$ cat config.mk
export PLATFORM = sky130hd
export DESIGN_NAME = sad_accumulator
export DESIGN_NICKNAME = d
export VERILOG_FILES = /design/src/rtl/sad_accumulator.sv
export SDC_FILE = /design/constraint.sdc
export NUM_CORES = 1
export LEC_CHECK = 0
export CORE_UTILIZATION = 45
export CTS_CLUSTER_DIAMETER = 50
export DETAILED_ROUTE_END_ITERATION = 10
export GPL_ROUTABILITY_DRIVEN = 0
export GPL_TIMING_DRIVEN = 0
export PLACE_DENSITY = 0.67
export SLEW_MARGIN = 20
export SYNTH_ARGS = -nofsm -noshare
export SYNTH_HDL_FRONTEND = slang
export SYNTH_SLANG_ARGS = --single-unit
$ cat constraint.sdc
create_clock -name clk -period 11.6 [get_ports clk]
set_input_delay 1.74 -clock clk [delete_from_list [all_inputs] [get_ports clk]]
set_output_delay 1.74 -clock clk [all_outputs]
set_load 0.05 [all_outputs]
$ cat src/rtl/sad_accumulator.sv
`default_nettype none
// ============================================================================
// Module      : sad_accumulator
// Description : Streaming sum-of-absolute-differences engine. Takes LANES
//               pixel pairs per beat, forms true absolute differences and
//               accumulates them over a block of BLOCK_N pixels. Emits one
//               SAD per block over a valid/ready handshake.
// Revision    : 1.0 - initial release
// ============================================================================
module sad_accumulator #(
    parameter int DATA_W  = 8,
    parameter int LANES   = 4,
    parameter int BLOCK_N = 16,
    parameter int SAD_W   = 16
) (
    input  logic                    clk,
    input  logic                    rst_n,
    input  logic                    clear,
    input  logic                    in_valid,
    output logic                    in_ready,
    input  logic [LANES*DATA_W-1:0] a_data,
    input  logic [LANES*DATA_W-1:0] b_data,
    output logic                    sad_valid,
    input  logic                    sad_ready,
    output logic [SAD_W-1:0]        sad
);

    localparam int BEATS = BLOCK_N / LANES;
    localparam int CNT_W = (BEATS > 1) ? $clog2(BEATS) : 1;
    localparam logic [CNT_W-1:0] LAST_BEAT = CNT_W'(BEATS - 1);

    // Beat position within the current block
    logic [CNT_W-1:0]        beat_cnt;

    // Stage S1: registered per-lane absolute differences plus block markers
    logic                    s1_valid;
    logic                    s1_last;
    logic                    s1_first;
    logic [LANES*DATA_W-1:0] s1_diff;

    // Stage S2: running partial sum of the block in progress
    logic [SAD_W-1:0]        acc;

    logic [LANES*DATA_W-1:0] diff_comb;
    logic [SAD_W-1:0]        lane_sum;
    logic [SAD_W-1:0]        acc_base;
    logic [SAD_W-1:0]        acc_next;
    logic                    stall;
    logic                    accept;
    logic                    out_free;
    logic                    load;

    // Per-lane absolute difference; comparing first avoids any wrap-around
    generate
        for (genvar i = 0; i < LANES; i++) begin : g_lane
            logic [DATA_W-1:0] a_i;
            logic [DATA_W-1:0] b_i;
            assign a_i = a_data[i*DATA_W +: DATA_W];
            assign b_i = b_data[i*DATA_W +: DATA_W];
            assign diff_comb[i*DATA_W +: DATA_W] = (a_i >= b_i) ? (a_i - b_i) : (b_i - a_i);
        end
    endgenerate

    // Sum the registered lane differences at full result width
    always_comb begin
        lane_sum = '0;
        for (int i = 0; i < LANES; i++) begin
            lane_sum = lane_sum + SAD_W'(s1_diff[i*DATA_W +: DATA_W]);
        end
    end

    // The first beat of a block restarts the sum instead of adding to stale acc
    assign acc_base = s1_first ? '0 : acc;
    assign acc_next = acc_base + lane_sum;

    // A completed block waiting on a full output register blocks the pipeline;
    // in_ready depends only on state and sad_ready, never on in_valid
    assign stall    = s1_valid && s1_last && sad_valid && !sad_ready;
    assign in_ready = !stall;
    assign accept   = in_valid && in_ready && !clear;
    assign out_free = !sad_valid || sad_ready;
    assign load     = s1_valid && s1_last && out_free && !clear;

    // S1 capture and beat counting; clear wins over stall
    always_ff @(posedge clk or negedge rst_n) begin
        if (!rst_n) begin
            beat_cnt <= '0;
            s1_valid <= 1'b0;
            s1_last  <= 1'b0;
            s1_first <= 1'b0;
            s1_diff  <= '0;
        end else if (clear) begin
            beat_cnt <= '0;
            s1_valid <= 1'b0;
        end else if (!stall) begin
            s1_valid <= accept;
            if (accept) begin
                s1_diff  <= diff_comb;
                s1_last  <= (beat_cnt == LAST_BEAT);
                s1_first <= (beat_cnt == '0);
                beat_cnt <= (beat_cnt == LAST_BEAT) ? '0 : beat_cnt + 1'b1;
            end
        end
    end

    // S2 accumulation of each S1 beat, frozen while stalled
    always_ff @(posedge clk or negedge rst_n) begin
        if (!rst_n) begin
            acc <= '0;
        end else if (clear) begin
            acc <= '0;
        end else if (s1_valid && !stall) begin
            acc <= acc_next;
        end
    end

    // Output register: load a finished block, or retire a transferred result
    always_ff @(posedge clk or negedge rst_n) begin
        if (!rst_n) begin
            sad_valid <= 1'b0;
            sad       <= '0;
        end else if (load) begin
            sad_valid <= 1'b1;
            sad       <= acc_next;
        end else if (sad_ready) begin
            sad_valid <= 1'b0;
        end
    end

endmodule
`default_nettype wire
# [Word level (Yosys, flattened, before mapping)]
# Cells that the tools add are included.
[classes] addsub=13 n_lt_le_gt_ge=4 n_eq_ne=2 muxes=15 bitwise=2 n_reduce_logical=19
[ops] op="$sub 8x8->8" count=8
[ops] op="$mux 16" count=3
[ops] op="$ge 8x8->1" count=4
[ops] op="$mux 8" count=4
[ops] op="$add 16x11->16" count=1
[ops] op="$add 10x8->11" count=1
[ops] op="$add 9x8->10" count=1
[ops] op="$add 8x8->9" count=1
[ops] op="$logic_and 1x1->1" count=8
[ops] op="$mux 2" count=4
[ops] op="$reduce_bool 2->1" count=3
[ops] op="$logic_not 1->1" count=4
[ops] op="$mux 1" count=4
[ops] op="$reduce_and 3->1" count=1
[ops] op="$add 2x1->2 const B" count=1
[ops] op="$eq 2x2->1 const B" count=1
[ops] op="$logic_not 2->1" count=1
[ops] op="$ne 2x2->1 const B" count=1
[ops] op="$not 1->1" count=2
[ops] op="$reduce_and 2->1" count=1
[ops] op="$logic_or 1x1->1" count=1
[totals] regBits=70 in_bits=69 output_inout_bits=18 word_cells=63

# [Depth between registers and ports, before layout]
[logic_depth] depth_word=9 mapped_depth=15 depth_no_buf=15

# [Worst setup path before layout]
# No wires, ideal clock.
[synth_timing] path_type="input port to output port" from="input port sad_ready" to="output port in_ready" arrival_time_ns=2.379 t_required_ns=9.860 slack_ns=7.481 stages=2 n_path_buf=0 path_cell_list="nor2b_1 -> nand3_1"
[synth_between] elab_chain_cells=3
[synth_lines] element="start, declared" line_no="24" text="input logic sad_ready,"
[synth_lines] element="$logic_not 1->1" line_no="78" text="assign stall = s1_valid && s1_last && sad_valid && !sad_ready;"
[synth_lines] element="$logic_and 1x1->1" line_no="78"
[synth_lines] element="$logic_not 1->1" line_no="79" text="assign in_ready = !stall;"
[synth_lines] element="end, declared" line_no="20" text="output logic in_ready,"
# Every way passes these cells.

# [Final worst setup path]
# Ends and elaborated chain as after synthesis.

==> flow_metrics.py <==
metrics = {
    "power": {
        "max-vdd-ir-drop_mv": 0.1189,
        "share_seq_of_total_power_pct": 22.0,
        "netSwitchingFraction_pct": 43.28,
        "power_frac_clock_pct": 19.6,
        "combPwrFrac_pct": 58.5,
        "power.density_nw_per_um2": 183.3,
        "leakage_nw": 3.979,
        "p_sw_mw": 0.6259,
        "intPower_mw": 0.8204,
    },
    "clock_tree": {
        "insertion_delay_ns": 0.33,
        "cts.sinks": 70,
        "h-tree-depth": 3,
        "cts_buffer_depth": 2,
        "clkSlewWorstSetupHoldPaths_ns": 0.05,
        "root_buffer": "clkbuf_16",
        "holdBufCountCts": 0,
        "cts_buffers": 9,
        "cts_setup_buffers": 0,
        "cts_tree": "yes",
        "cts_resized": 0,
    },
    "routing": {
        "vias": 5222,
        "avgRoutedWirePerCell_um": 13.15,
        "drt_wl_total_mm": 13.54,
        "drc": 0,
        "drt.antenna.violating_nets": 0,
        "first_pass_iters": 4,
        "via_per_inst": 5.075,
        "dr.first_iter.drc_count": 259,
    },
    "yosys": {
        "ys_seq_area_share_pct": 27.00,
        "avgSynthCellArea_um2": 8.686,
        "synth-seq-cells": 70,
        "async_reset_ff_share_pct": 100.0,
        "synth_flop_cell": "dfrtp_1",
        "syn-num-nets": 924,
        "synth_edf_count": 0,
        "synthesis.area_um2": 6489,
        "synth_cell_type_count": 52,
        "synthCells": 747,
        "yosys_warnings": 0,
    },
    "critical_path": {
        "cp_max_fo": 4,
        "cp_common_cell": "clkdlybuf4s50_1",
        "end_kind": "primary output",
        "cpLargestDelayFamily": "buffers and inverters",
        "cp.required_ns": 9.86,
        "worst-path-buf-inv": 2,
        "startpoint_type": "primary input",
        "worstSetupPathType": "in2out",
        "slowest_stage": "clkdlybuf4s50_1",
        "max_stage_delay_ns": 0.74,
        "crit_chain": "clkdlybuf4s50_1 > nor2b_1 > nand3_1 > clkdlybuf4s50_1",
        "cp.arrival_ns": 3.34,
    },
    "run": {
        "drv_cap": 0,
    },
    "layout": {
        "diodes": 0,
        "area_growth_pct": 21.64,
        "fin_util_pct": 56.42,
        "nets": 1021,
        "drive_gt1_share_pct": 4.476,
        "fillers": 1292,
    },
    "sta": {
        "slew_headroom_pct": 51.50,
        "rsz0062_at_grt": "false",
        "hold-worst-slack_ns": 0.4764,
        "min_period_over_period_pct": 43.76,
        "finalSetupViolCount": 0,
        "finClkSkew_ns": 0.007466,
        "fin_setup_tns_ns": 0,
        "finalHoldViolCount": 0,
        "min_period_ns": 5.076,
        "fmax_ghz": 0.1970,
        "slew_violations": 0,
        "tightestPinTransition_ns": 0.7225,
    },
    "grt": {
        "grt_pass1_wl_mm": 23.24,
        "gr-total-overflow": 0,
        "grt_pass1_vias": 5244,
        "track_usage_pct": 19.28,
        "grt_max_degree": 37,
        "antenna_found_initial": 0,
    },
    "worst_hold_path": {
        "hp-class": "reg2reg",
    },
    "floorplanning": {
        "die_area_um2": 14900,
        "pin_count": 87,
        "die_y_um": 122.1,
        "initial_utilization_pct": 46.39,
        "fp.dieW_um": 122.1,
        "core_area_um2": 13990,
        "rows": 43,
    },
    "placement": {
        "numPortBuffers": 85,
        "hpwl_mm": 11.19,
    },
    "status": {
        "status": "complete, no violations",
    },
}
[layout by cell type (no fill, tap or decap), drive strengths merged, types with 9 or more instances in the layout]
| master | instances |
|---|---|
| a31oi | 11 |
| mux2 | 12 |
| nor2 | 21 |
| a21oi | 43 |
| nor2b | 17 |
| ha | 77 |
| nand3 | 9 |
| a21o | 20 |
| clkbuf | 35 |
| xor2 | 10 |
| nand2 | 81 |
| o21ai | 65 |
| mux2i | 24 |
| xnor2 | 27 |
| nand2b | 18 |
| clkdlybuf4s50 | 84 |
| fa | 31 |
| dfrtp | 70 |
| inv | 130 |
[path summary, 6_finish.rpt]
path | slack [ns] | end | startpoint | cells past startpoint
setup / recovery | 6.52 | in_ready | sad_ready | 4
hold / removal | 0.48 | s1_diff[23]$_DFFE_PN0P_ | s1_diff[23]$_DFFE_PN0P_ | 2
setup reg to reg | 7.42 | acc[12]$_DFFE_PN0P_ | s1_diff[2]$_DFFE_PN0P_ | 15
hold reg to reg | 0.48 | s1_diff[23]$_DFFE_PN0P_ | s1_diff[23]$_DFFE_PN0P_ | 2
max in group asynchronous | 9.69 | s1_diff[13]$_DFFE_PN0P_ | rst_n | 2
min in group asynchronous | 1.36 | acc[9]$_DFFE_PN0P_ | rst_n | 1
[power groups by stage]
| stage | Sequential, mW | Combinational, mW | Clock (mW) |
|---|---|---|---|
| after floorplan | 0.348 | 0.607 | 0 |
| after global placement | 0.321 | 0.826 | 0 |
| after detailed placement | 0.322 | 0.848 | 0 |
| after CTS | 0.318 | 0.853 | 0.286 |
| after global routing | 0.324 | 0.962 | 0.296 |
| final | 0.318 | 0.846 | 0.283 |
[tightest hold or removal path, delay by kind of cell, from the launching register on]
family / cells / cell delay, ns
AOI/OAI and AO/OA: 1 / 0.06
and+or+nand+nor: 1 / 0.04
DFF: 1 / 0.34
[synthesized netlist by cell type, types with 2 or more instances]
master | number | area share (%)
inv_1 | 130 | 7.5
nand4_1 | 2 | 0.19
clkbuf_1 | 24 | 1.4
or4_1 | 2 | 0.23
o21a_1 | 5 | 0.58
nand2_1 | 81 | 4.7
fa_1 | 31 | 9.6
a211o_1 | 2 | 0.27
nor3_1 | 3 | 0.23
a21oi_1 | 42 | 3.2
mux2i_1 | 24 | 3.7
nand3_1 | 8 | 0.62
o21ai_0 | 48 | 3.7
a211oi_1 | 4 | 0.46
a41oi_1 | 2 | 0.27
ha_1 | 77 | 15
a221o_1 | 3 | 0.46
nor2_1 | 21 | 1.2
a21boi_0 | 2 | 0.23
nor2b_1 | 17 | 1.6
xor2_1 | 10 | 1.3
a311oi_1 | 2 | 0.27
o21ai_1 | 16 | 1.2
o31ai_1 | 4 | 0.46
and3_1 | 3 | 0.29
a31oi_1 | 11 | 1.1
or3_1 | 2 | 0.19
nand3b_1 | 2 | 0.23
a221oi_1 | 2 | 0.27
xnor2_1 | 27 | 3.6
nand2b_1 | 18 | 1.7
mux2_2 | 12 | 2.1
and2_1 | 3 | 0.29
dfrtp_1 | 70 | 27
a21o_1 | 20 | 2.3
[flip-flops by register name (all words and copies together), names as in the netlist]
signal and count:
acc 16, beat_cnt 2, s1_diff 32, s1_first 1, s1_last 1, s1_valid 1, sad 16, sad_valid 1
[per-layer routing]
layer / track usage, % / wire length, um / part of all wire (%) / up-vias
li1: - / - / - / 2659
met1: 24.38 / 6292 / 46 / 2479
met2: 34.99 / 6758 / 50 / 76
met3: 1.966 / 377 / 2.8 / 8
met4: 4.649 / 107 / 0.79 / 0
met5: 0 / 0 / 0 / -
[cell type report]
| cell class | count | area [um^2] | share of cell area, % |
|---|---|---|---|
| multi-input cells | 522 | 4154 | 52.63 |
| flip-flops and latches | 70 | 1752 | 22.19 |
| clock inverters | 5 | 57.56 | 0.7292 |
| inverters | 130 | 488.0 | 6.183 |
| repair buffers | 86 | 868.3 | 11.00 |
| well taps | 180 | 225.2 | 2.854 |
| clock buffers | 11 | 252.7 | 3.202 |
| plain buffers | 25 | 95.09 | 1.205 |
[metrics by stage]
stage                     setup slack (ns)  power [mW]  instances  cell area [um^2]
after detailed placement             6.561       1.170       1013              7582
after global routing                 6.480       1.583       1029              7893
final                                6.524       1.446       1029              7893
after floorplan                      7.481      0.9551        747              6489
after CTS                            6.544       1.457       1029              7893
after global placement               6.511       1.146       1012              7565
[kinds of logic (layout without fill, tap and decap cells)]
kind of cell | count (synthesis) | count (layout) | share of synthesized area, %
adders and majority gates | 108 | 108 | 24.41
buffers and inverters | 155 | 257 | 8.986
xor gates and xnor gates | 37 | 37 | 4.994
AOI/OAI and AO/OA | 174 | 174 | 16.68
muxes | 36 | 36 | 5.785
and+or+nand+nor | 167 | 167 | 12.15
DFF | 70 | 70 | 27.00
(Power assumes the default switching activity.)
